## src/rtl/vga_write_arbiter.sv

```systemverilog
// Burst-level round-robin arbiter for the single vga_adapter pixel-write port.
// One drawing engine owns the port for its whole burst; a watchdog revokes
// ownership from an engine that holds the grant without writing.
module vga_write_arbiter #(
   parameter int N_REQ    = 3,
   parameter int nX       = 10,
   parameter int nY       = 9,
   parameter int COLOR_W  = 9,
   parameter int MAX_IDLE = 1024,
   parameter int IW       = (N_REQ > 1) ? $clog2(N_REQ) : 1
) (
   input  logic                       CLOCK_50,
   input  logic                       Resetn,
   input  logic [N_REQ-1:0]           req,
   input  logic [N_REQ*nX-1:0]        req_x,
   input  logic [N_REQ*nY-1:0]        req_y,
   input  logic [N_REQ*COLOR_W-1:0]   req_color,
   input  logic [N_REQ-1:0]           req_write,
   input  logic                       clr_timeout,
   output logic [N_REQ-1:0]           gnt,
   output logic [IW-1:0]              owner,
   output logic                       busy,
   output logic                       timeout_flag,
   output logic [nX-1:0]              VGA_x,
   output logic [nY-1:0]              VGA_y,
   output logic [COLOR_W-1:0]         VGA_color,
   output logic                       VGA_write
);

   localparam int WD_W = (MAX_IDLE > 2) ? $clog2(MAX_IDLE) : 1;
   localparam logic [WD_W-1:0] WD_LAST = WD_W'(MAX_IDLE - 1);
   localparam logic [IW-1:0]   LAST_REQ = IW'(N_REQ - 1);

   typedef enum logic {S_IDLE, S_OWN} state_t;

   state_t              state_q, state_d;
   logic [N_REQ-1:0]    gnt_q, gnt_d;
   logic [IW-1:0]       owner_q, owner_d;
   logic [IW-1:0]       ptr_q, ptr_d;
   logic [N_REQ-1:0]    mask_q, mask_d;
   logic [WD_W-1:0]     wd_q, wd_d;
   logic                timeout_q, timeout_d;
   logic [nX-1:0]       vx_q, vx_d;
   logic [nY-1:0]       vy_q, vy_d;
   logic [COLOR_W-1:0]  vc_q, vc_d;
   logic                vw_q, vw_d;

   logic [N_REQ-1:0]    elig;
   logic                pick_found;
   logic [IW-1:0]       pick_idx;
   logic [IW-1:0]       ptr_next;
   logic                own_req;
   logic                own_wr;
   logic [nX-1:0]       own_x;
   logic [nY-1:0]       own_y;
   logic [COLOR_W-1:0]  own_c;

   // Round-robin pick: first eligible requester scanning upward from ptr.
   always_comb begin
      int unsigned idx;
      idx        = 0;
      elig       = req & ~mask_q;
      pick_found = 1'b0;
      pick_idx   = '0;
      for (int unsigned i = 0; i < N_REQ; i++) begin
         idx = (32'(ptr_q) + i) % N_REQ;
         if (!pick_found && elig[idx]) begin
            pick_found = 1'b1;
            pick_idx   = IW'(idx);
         end
      end
   end

   // Current owner's request lines and the pointer value following it.
   always_comb begin
      own_req  = req[owner_q];
      own_wr   = req_write[owner_q];
      own_x    = req_x[owner_q*nX +: nX];
      own_y    = req_y[owner_q*nY +: nY];
      own_c    = req_color[owner_q*COLOR_W +: COLOR_W];
      ptr_next = (owner_q == LAST_REQ) ? '0 : owner_q + 1'b1;
   end

   // Next-state logic: grant, release, watchdog revocation and pixel forwarding.
   always_comb begin
      state_d   = state_q;
      gnt_d     = gnt_q;
      owner_d   = owner_q;
      ptr_d     = ptr_q;
      wd_d      = wd_q;
      // A masked requester is unmasked as soon as it is seen with req low.
      mask_d    = mask_q & req;
      timeout_d = timeout_q & ~clr_timeout;
      vx_d      = vx_q;
      vy_d      = vy_q;
      vc_d      = vc_q;
      vw_d      = 1'b0;
      case (state_q)
         S_IDLE: begin
            if (pick_found) begin
               state_d = S_OWN;
               gnt_d   = N_REQ'(1) << pick_idx;
               owner_d = pick_idx;
               wd_d    = '0;
            end
         end
         S_OWN: begin
            // Owner's pixel is forwarded even in its release/revoke cycle.
            vw_d = own_wr;
            if (own_wr) begin
               vx_d = own_x;
               vy_d = own_y;
               vc_d = own_c;
            end
            if (!own_req) begin
               // Release takes priority over a simultaneous watchdog expiry.
               state_d = S_IDLE;
               gnt_d   = '0;
               ptr_d   = ptr_next;
            end else if (wd_q == WD_LAST) begin
               state_d         = S_IDLE;
               gnt_d           = '0;
               ptr_d           = ptr_next;
               timeout_d       = 1'b1;
               mask_d[owner_q] = 1'b1;
            end else if (own_wr) begin
               wd_d = '0;
            end else begin
               wd_d = wd_q + 1'b1;
            end
         end
         default: begin
            state_d = S_IDLE;
            gnt_d   = '0;
         end
      endcase
   end

   // State and output registers with synchronous active-low reset.
   always_ff @(posedge CLOCK_50) begin
      if (!Resetn) begin
         state_q   <= S_IDLE;
         gnt_q     <= '0;
         owner_q   <= '0;
         ptr_q     <= '0;
         mask_q    <= '0;
         wd_q      <= '0;
         timeout_q <= 1'b0;
         vx_q      <= '0;
         vy_q      <= '0;
         vc_q      <= '0;
         vw_q      <= 1'b0;
      end else begin
         state_q   <= state_d;
         gnt_q     <= gnt_d;
         owner_q   <= owner_d;
         ptr_q     <= ptr_d;
         mask_q    <= mask_d;
         wd_q      <= wd_d;
         timeout_q <= timeout_d;
         vx_q      <= vx_d;
         vy_q      <= vy_d;
         vc_q      <= vc_d;
         vw_q      <= vw_d;
      end
   end

   assign gnt          = gnt_q;
   assign owner        = owner_q;
   assign busy         = |gnt_q;
   assign timeout_flag = timeout_q;
   assign VGA_x        = vx_q;
   assign VGA_y        = vy_q;
   assign VGA_color    = vc_q;
   assign VGA_write    = vw_q;

endmodule

```

## config.mk

```make
export PLATFORM = sky130hd
export DESIGN_NAME = vga_write_arbiter
export DESIGN_NICKNAME = d
export VERILOG_FILES = /design/src/rtl/vga_write_arbiter.sv
export SDC_FILE = /design/constraint.sdc
export NUM_CORES = 1
export LEC_CHECK = 0
export CAP_MARGIN = 20
export CORE_MARGIN = 2
export CORE_UTILIZATION = 35
export DETAILED_ROUTE_END_ITERATION = 12
export PLACE_DENSITY = 0.81
export SYNTH_ARGS = -nofsm -noshare
export SYNTH_HDL_FRONTEND = slang
export SYNTH_SLANG_ARGS = --single-unit
```

## constraint.sdc

```tcl
create_clock -name CLOCK_50 -period 2.1 [get_ports CLOCK_50]
set_clock_uncertainty 0.15 [all_clocks]
set_input_delay 0.315 -clock CLOCK_50 [delete_from_list [all_inputs] [get_ports CLOCK_50]]
set_output_delay 0.315 -clock CLOCK_50 [all_outputs]
set_load 0.02 [all_outputs]
```

* Word level (Yosys, flattened, before mapping) *
Cells that the tools add are included.

storage, ports and cells
  register bits after elaboration = 51
  bits in latches = 0
  RAM bits = 0
  ROM bits = 0
  input bits = 93
  memories kept = 0

operators by class
  $add $sub $neg = 4
  $mul = 2
  div/mod/pow operators = 3
  $lt $le $gt $ge = 5
  equal/unequal tests = 7
  shift operators = 4
  mux-type cells = 40
  bitwise logic cells = 7
  reduce and logical (&&, ||, !) cells = 12

operator list
  kind                     number
  $lt A32 B3 Y1 const B    3
  $mod A32 B2 Y32 const B  2
  $shiftx A27 B7 Y9        2
  $mux W10                 4
  $mod A2 B2 Y32 const B   1
  $shiftx A30 B7 Y10       1
  $pmux W10 S2             1
  $mux W3                  6
  $mux W1                  15
  $mux W2                  6
  $add A10 B1 Y10 const B  1
  $bmux W1 S2              5
  $eq A10 B10 Y1 const B   1
  $reduce_and A2 Y1        5
  $and A3 B3 Y3            2
  $mul A2 B4 Y6 const B    1
  $pmux W3 S2              1
  $mul A2 B3 Y5 const B    1
  $ne A2 B1 Y1 const B     2
  $ne A2 B2 Y1 const B     2
  $add A2 B1 Y3 const B    1
  $add A2 B2 Y3 const B    1
  $logic_and A1 B1 Y1      3
  $lt A2 B3 Y1 const B     1
  other kinds (14)         16

* Longest topological paths before layout *
Gate-level depths: netlist of run 1.

  depth in word-level cells = 14
  mapped depth = 9
  mapped depth without buffers = 8

* Worst setup path before layout of run 1 *
No wires, ideal clock.

  kind = register -> register
  start = register ptr_q[0]
  end = register gnt_q[2] (netlist: gnt[2])
  library setup time = 71 ps
  arrival = 1,941 ps
  required time = 1,879 ps
  slack = -61 ps
  stages on the path, launching flop included = 10
  buffers on the path = 1
  period minus slack after synthesis = 2,161 ps
  path through = dfxtp_1 -> inv_1 -> ha_1 -> buf_2 -> inv_1 -> o22ai_1 -> o31a_2 -> o31a_1 -> or2_1 -> a21oi_1

on the way
  longest elaborated chain between the ends = 13
  elaborated cells on any way between the ends = 26

ends and longest elaborated chain
  what                                                      line  text
  start, declared                                           39    logic [IW-1:0] ptr_q, ptr_d;
  start signal, assigned                                    157   ptr_q <= ptr_d;
  branches (longest 13 deep; another with $mod A32 B2 Y32)  n/a
  end signal, assigned                                      155   gnt_q <= gnt_d;
  end, declared                                             37    logic [N_REQ-1:0] gnt_q, gnt_d;

Several ways; the timed one is not identified. The select of a mux whose other input is x is not followed.
A chain may end at the register's enable or synchronous reset.

* Worst setup path in the final report of run 1 *
  start = register ptr_q[0]
  end = register gnt_q[0] (netlist: gnt[0])

The elaborated chain is that of the path after synthesis.

==> summary.txt, run 1 <==
GRT
  • Number of global-route vias before repair: 2825
  • Initial antenna violation count: 0
  • First-pass GRT wire length: 12.7 mm
  • Total gr overflow: 0
  • Largest net degree at the start of global routing: 30
  • Gr usage total: 0.181

Logic synthesis
  • YS warnings: 0
  • Synth Instances: 327
  • Simple-gate share of the synthesized area: 0.202
  • Post-synth EDFFs: 0
  • Sequential area share after synthesis: 0.365
  • Synthesized area per cell: 8.55 µm²
  • Leading area contributor after synthesis: dfxtp_1
  • Share of the synthesized area in the top cell type: 0.365
  • Synth Area in Compound Gates: 0.248
  • Synth Cell Area: 2800 µm²
  • Mux cell area share after synthesis: 0.116
  • Top-count cell post-synth: nor2_1
  • Syn_nets: 424
  • Fraction of registers with async set/reset: 0
  • Synth cell types: 51
  • Most frequent cells after synthesis: nor2_1 (62), dfxtp_1 (51), a21oi_1 (39), mux2i_1 (31), a211oi_1 (28)
  • XOR/XNOR Fraction of Synth Area: 0
  • Seq cells post-synth: 51
  • Largest family of logic cells by synthesized area: compound AO/OA/AOI/OAI gates
  • Ys flop type: dfxtp_1
  • Area contributors post-synth: dfxtp_1 (37%), mux2i_1 (11%), nor2_1 (8.3%), a211oi_1 (7.5%), a21oi_1 (7.0%)
  • Post-Synth Adder-Cell Area: 0.0179

Detailed routing
  • WL/cell: 13.8 µm
  • DRC errors left: 0
  • Routed WL: 7.88 mm
  • Final ANT Viol Nets: 0
  • Via count: 2890
  • DRT iter0 DRCs: 142
  • Vias per inst: 5.04
  • DR pass1 iterations: 4

STA
  • RSZ-0062 raised after global routing: true
  • Rel. slew slack: 0.760
  • Minimum clock period: 2.04 ns
  • Tcrit/Tclk final: 0.971
  • Final setup fails: 0
  • Worst Max-Slew Pin Slew: 0.360 ns
  • Hold_ws: 0.328 ns
  • Final Hold Vio Count: 0
  • Max-slew violations: 0
  • Peak Freq: 491 MHz

Finish
  • Area grow syn2layout: 60.3%
  • Post-Route Utilization: 0.580
  • Final net count: 567
  • Fill cells: 663
  • Ant. Diodes: 0
  • Layout cells sized above 1: 0.134

Power
  • Peak VDD IR: 0.275 mV
  • LEAKAGE: 1.64 nW
  • Pwr per Cell Area: 599 nW/µm²

Place
  • GP Congestion: 0.912
  • PortBufs: 128
  • HPWL after detailed placement: 6.18 mm

Status
  • Status: completed

Worst hold path
  • Min-Delay Path Class: flip-flop to flip-flop

Floorplan
  • Die width: 93.4 µm
  • DIE AREA: 8720 µm²
  • Standard-cell rows: 32
  • IO Count: 129
  • Initial Utilization: 0.362
  • Chip height: 93.4 µm
  • Core footprint: 7730 µm²

Worst setup path
  • Endpoint type of the worst setup path: flip-flop
  • Worst Path Arrival: 2.12 ns
  • CP required: 2.18 ns
  • CP max-delay cell: or4b_1
  • Startpoint Class: flip-flop
  • Worst path max stage delay: 0.52 ns
  • Max Fanout on Critical Path: 3
  • Critical path type: flip-flop to flip-flop
  • Worst path cell trace: inv_2, buf_6, ha_4, mux2_4, o22ai_4, o21bai_4, or4b_1, o21ai_1

Clocking
  • H-tree Lvls: 2
  • Clk_lat worst skew: 0.29 ns
  • Root Buffer: clkbuf_8
  • Clock Path Buffers: 2
  • Clock buffer count from CTS: 5
  • Clk sinks: 51
  • Clock Pin Slew Worst Setup and Hold Paths: 0.09 ns
  • CTS tree: built

Run
  • Max Cap Violations: 0
[where the power goes]
part	internal (mW)	switching [mW]	total, mW
clock network	0.235	0.301	0.536
registers	1.05	0.0601	1.11
logic	0.557	0.481	1.04
[worst max-delay path: cells and delay by family (launching register included)]
kind            cells  cell delay, ns
simple gates        1            0.52
fa+ha+maj           1            0.16
buf+inv             2            0.16
flops               1            0.34
compound gates      3            0.34
mux                 1            0.30
[flip-flops by register name (all words and copies together), names as in the netlist, 2 cells and up]
signal     cells
VGA_x         10
wd_q          10
VGA_color      9
VGA_y          9
gnt            3
mask_q         3
owner          2
ptr_q          2
[worst paths after layout]
check	from	endpoint	slack (ns)	depth (start not counted)
worst max-delay path	ptr_q[0]	gnt[0]	0.06	8
worst min-delay path	gnt[0]	gnt[0]	0.33	2
worst max register to register	ptr_q[0]	gnt[0]	0.06	8
worst min register to register	gnt[0]	gnt[0]	0.33	2
[timing repair]
item,CTS,global route
pin swaps,5,6
resized for setup,8,8
setup endpoints to repair,11,40
buffers inserted,1,0
hold buffers,0,0
[stage by stage]
stage	instances	cell area [µm²]	power, mW	worst slack, ns	TNS [ns]
after global placement	564	4330	2.13	-0.126	-1.77
final	573	4480	2.68	0.0616	0
after detailed placement	564	4330	2.15	-0.217	-3.20
after CTS	573	4460	2.71	0.00309	0
after floorplan	327	2800	1.67	0.00323	0
after global routing	573	4480	2.86	-0.0420	-0.0427
[cell usage in the layout (no fill, tap or decap), types with 3 or more instances in the layout]
cell	n
or3_1	3
a21oi_1	39
and3_1	5
buf_4	27
a31oi_1	7
nand2_1	12
nand2b_1	5
nor2_1	62
o211a_1	3
o22ai_1	4
nand3_1	7
nand2b_4	3
inv_1	4
clkdlybuf4s50_1	128
a211oi_1	28
mux2i_1	31
dfxtp_2	4
clkbuf_8	5
dfxtp_1	46
[metal layers]
metal / vias to the layer above / GRT usage / routed length (µm)
met4: 0 / 0.0527 / 96
met3: 6 / 0.0411 / 502
met5: - / 0 / 0
li1: 1473 / - / -
met1: 1319 / 0.209 / 3270
met2: 92 / 0.330 / 4010
[layout make-up]
class	count	area (µm²)	area share
flip-flops and latches	51	1030	0.230
well taps	102	128	0.0285
multi-input cells	247	1680	0.375
inverters	7	26.3	0.00586
clock buffers	7	76.3	0.0170
clock inverters	1	5.00	0.00112
repair buffers	158	1540	0.343
[cells by family after synthesis]
group,after synthesis
AOI/OAI and AO/OA,98
DFF,51
adders and majority gates,4
muxes,32
buffers and inverters,29
and+or+nand+nor,113
Power figures use the tool's default switching activity.
==> run 2: changes to the inputs <==
Settings changed: CORE_UTILIZATION 35 to 38, PLACE_DENSITY 0.81 to 0.87.
==> summary.txt, run 2 (same netlist as run 1, synthesis figures left out) <==
Finish
  • Layout cells sized above 1: 0.143 (+0.00880)
  • Ant. Diodes: 0 (unchanged)
  • Final net count: 566 (-0.18%)
  • Fill cells: 589 (-11%)
  • Most common cell after layout, fill and taps aside: clkdlybuf4s50_1
  • Most frequent cells in the layout: clkdlybuf4s50_1 (127), nor2_1 (62), dfxtp_1 (46), a21oi_1 (38), mux2i_1 (31)
  • Area grow syn2layout: 62.2%

Detailed routing
  • DR pass1 iterations: 4 (unchanged)
  • Via count: 2930 (+1.4%)
  • Max Used Layer: met4
  • Vias per inst: 5.15 (+2.1%)
  • DRC errors left: 0 (unchanged)
  • M1 WL: 3.31 mm (+1.3%)
  • Routed wl met3: 389 µm (-23%)
  • WL met2: 4.39 mm (+9.4%)
  • Final ANT Viol Nets: 0 (unchanged)
  • DRT iter0 DRCs: 120 (-15%)
  • Routed WL: 8.25 mm (+4.6%)
  • WL/cell: 14.5 µm (+5.4%)

Floorplan
  • Core footprint: 7180 µm² (-7.1%)
  • IO Count: 129 (unchanged)
  • DIE AREA: 8060 µm² (-7.6%)
  • Chip height: 89.8 µm (-3.9%)
  • Initial Utilization: 0.390 (+0.0278)
  • Standard-cell rows: 31 (-3.1%)
  • Die width: 89.8 µm (-3.9%)

STA
  • Minimum clock period: 2.11 ns (+0.0692 ns)
  • Final Hold Vio Count: 0 (unchanged)
  • Smallest setup slack after layout: -0.00760 ns (-0.0692 ns)
  • Worst Max-Slew Pin Slew: 0.341 ns (-0.0186 ns)
  • Peak Freq: 474 MHz (-3.3%)
  • Max-slew violations: 0 (unchanged)
  • Total negative setup slack: -0.00760 ns (-0.00760 ns)
  • Tcrit/Tclk final: 1.00 (+0.0330)
  • RSZ-0062 raised after global routing: true
  • Rel. slew slack: 0.772 (+0.0121)
  • Final setup fails: 1 (+1)

Clocking
  • Clock buffer count from CTS: 5 (unchanged)
  • Clock Pin Slew Worst Setup and Hold Paths: 0.09 ns (about the same)
  • H-tree Lvls: 2 (unchanged)
  • Clk sinks: 51 (unchanged)
  • Clk_lat worst skew: 0.30 ns (about the same)
  • Root Buffer: clkbuf_8
  • Hold Buf Count CTS: 0 (unchanged)
  • Clock Path Buffers: 2 (unchanged)
  • CTS tree: built

Place
  • GP Congestion: 0.871 (-4.4%)
  • Place WS: -0.224 ns (-0.00791 ns)
  • PortBufs: 128 (unchanged)
  • HPWL after detailed placement: 6.22 mm (+0.58%)

Worst setup path
  • Reg2reg end: wd_q[8]
  • Max Fanout on Critical Path: 7 (+4)
  • Startpoint Class: flip-flop
  • Critical path type: flip-flop to flip-flop
  • CP required: 2.18 ns (about the same)
  • Worst-case reg-to-reg path depth: 8 (unchanged)
  • Reg2reg setup slack: -0.008 ns (-0.07 ns)
  • R2r startpoint: ptr_q[0]
  • Worst Path Arrival: 2.18 ns (+0.06 ns)
  • Endpoint type of the worst setup path: flip-flop

Run
  • Max Cap Violations: 0 (unchanged)

GRT
  • Total gr overflow: 0 (unchanged)
  • Gr usage total: 0.204 (+0.0237)
  • Largest net degree at the start of global routing: 37 (+23%)
  • Initial antenna violation count: 0 (unchanged)
  • First-pass GRT wire length: 13.7 mm (+7.2%)
  • Number of global-route vias before repair: 2904 (+2.8%)

Worst hold path
  • Hold path start: gnt[0]
  • Min-Delay Path Class: flip-flop to flip-flop
  • Hold Path Sink: gnt[0]
  • Hold Crit Depth: 2 (unchanged)

Status
  • Failing checks: negative setup slack
  • Status: finished with violations

Power
  • Pwr per Cell Area: 632 nW/µm² (+5.6%)
  • LEAKAGE: 1.68 nW (+2.3%)
  • Peak VDD IR: 0.344 mV (+25%)
  • Total chip power: 2.87 mW (+6.8%)
run 2: area by class of cell:
cell class	instances	area (µm²)	share of cell area
inverters	7	26.3	0.00579
clock inverters	2	35.0	0.00772
well taps	99	124	0.0273
clock buffers	6	82.6	0.0182
repair buffers	157	1540	0.338
multi-input cells	247	1700	0.375
flip-flops and latches	51	1030	0.228
run 2: stage by stage:
stage | hold slack, ns | area, µm² | utilization | std cells
floorplan | 0.297 | 2800 | - | 327
global placement | 0.311 | 4320 | 0.602 | 558
detailed placement | 0.316 | 4320 | 0.602 | 558
CTS | 0.330 | 4470 | 0.623 | 566
global route | 0.363 | 4540 | 0.632 | 569
finish | 0.322 | 4540 | 0.632 | 569
run 2: worst max-delay path by stage:
stage	startpoint	to	slack, ns	cells past startpoint
floorplan	ptr_q[0]	wd_q[1]	0.003	9
global placement	req[0]	gnt[0]	-0.14	7
detailed placement	req[0]	wd_q[9]	-0.22	7
CTS	ptr_q[1]	wd_q[9]	0.01	8
global route	ptr_q[0]	wd_q[9]	-0.07	8
finish	ptr_q[0]	wd_q[8]	-0.008	8
run 2: power breakdown:
group          internal (mW)  total (mW)  switching (mW)
sequential              1.05        1.11          0.0577
clock                  0.386       0.715           0.329
combinational          0.555        1.05           0.491
total                   1.99        2.87           0.878
run 2: critical path, cell delays in order (launching register included):
cell     delay (ns)
dfxtp_2        0.35
inv_2          0.05
ha_4           0.27
inv_2          0.07
o22ai_1        0.08
o31a_4         0.32
o31ai_4        0.33
nand2_2        0.18
a31oi_1        0.22
run 2: metal layers:
metal | GRT usage | vias up
met4 | 0.0692 | 0
met5 | 0 | -
met3 | 0.0394 | 17
li1 | - | 1472
met1 | 0.230 | 1341
met2 | 0.383 | 100
run 2: timing repair:
action | 4_1_cts | 5_1_grt
pin swaps | 6 | 7
buffers inserted | 0 | 3
endpoints found under the setup margin | 15 | 15
gates resized for setup | 10 | 11
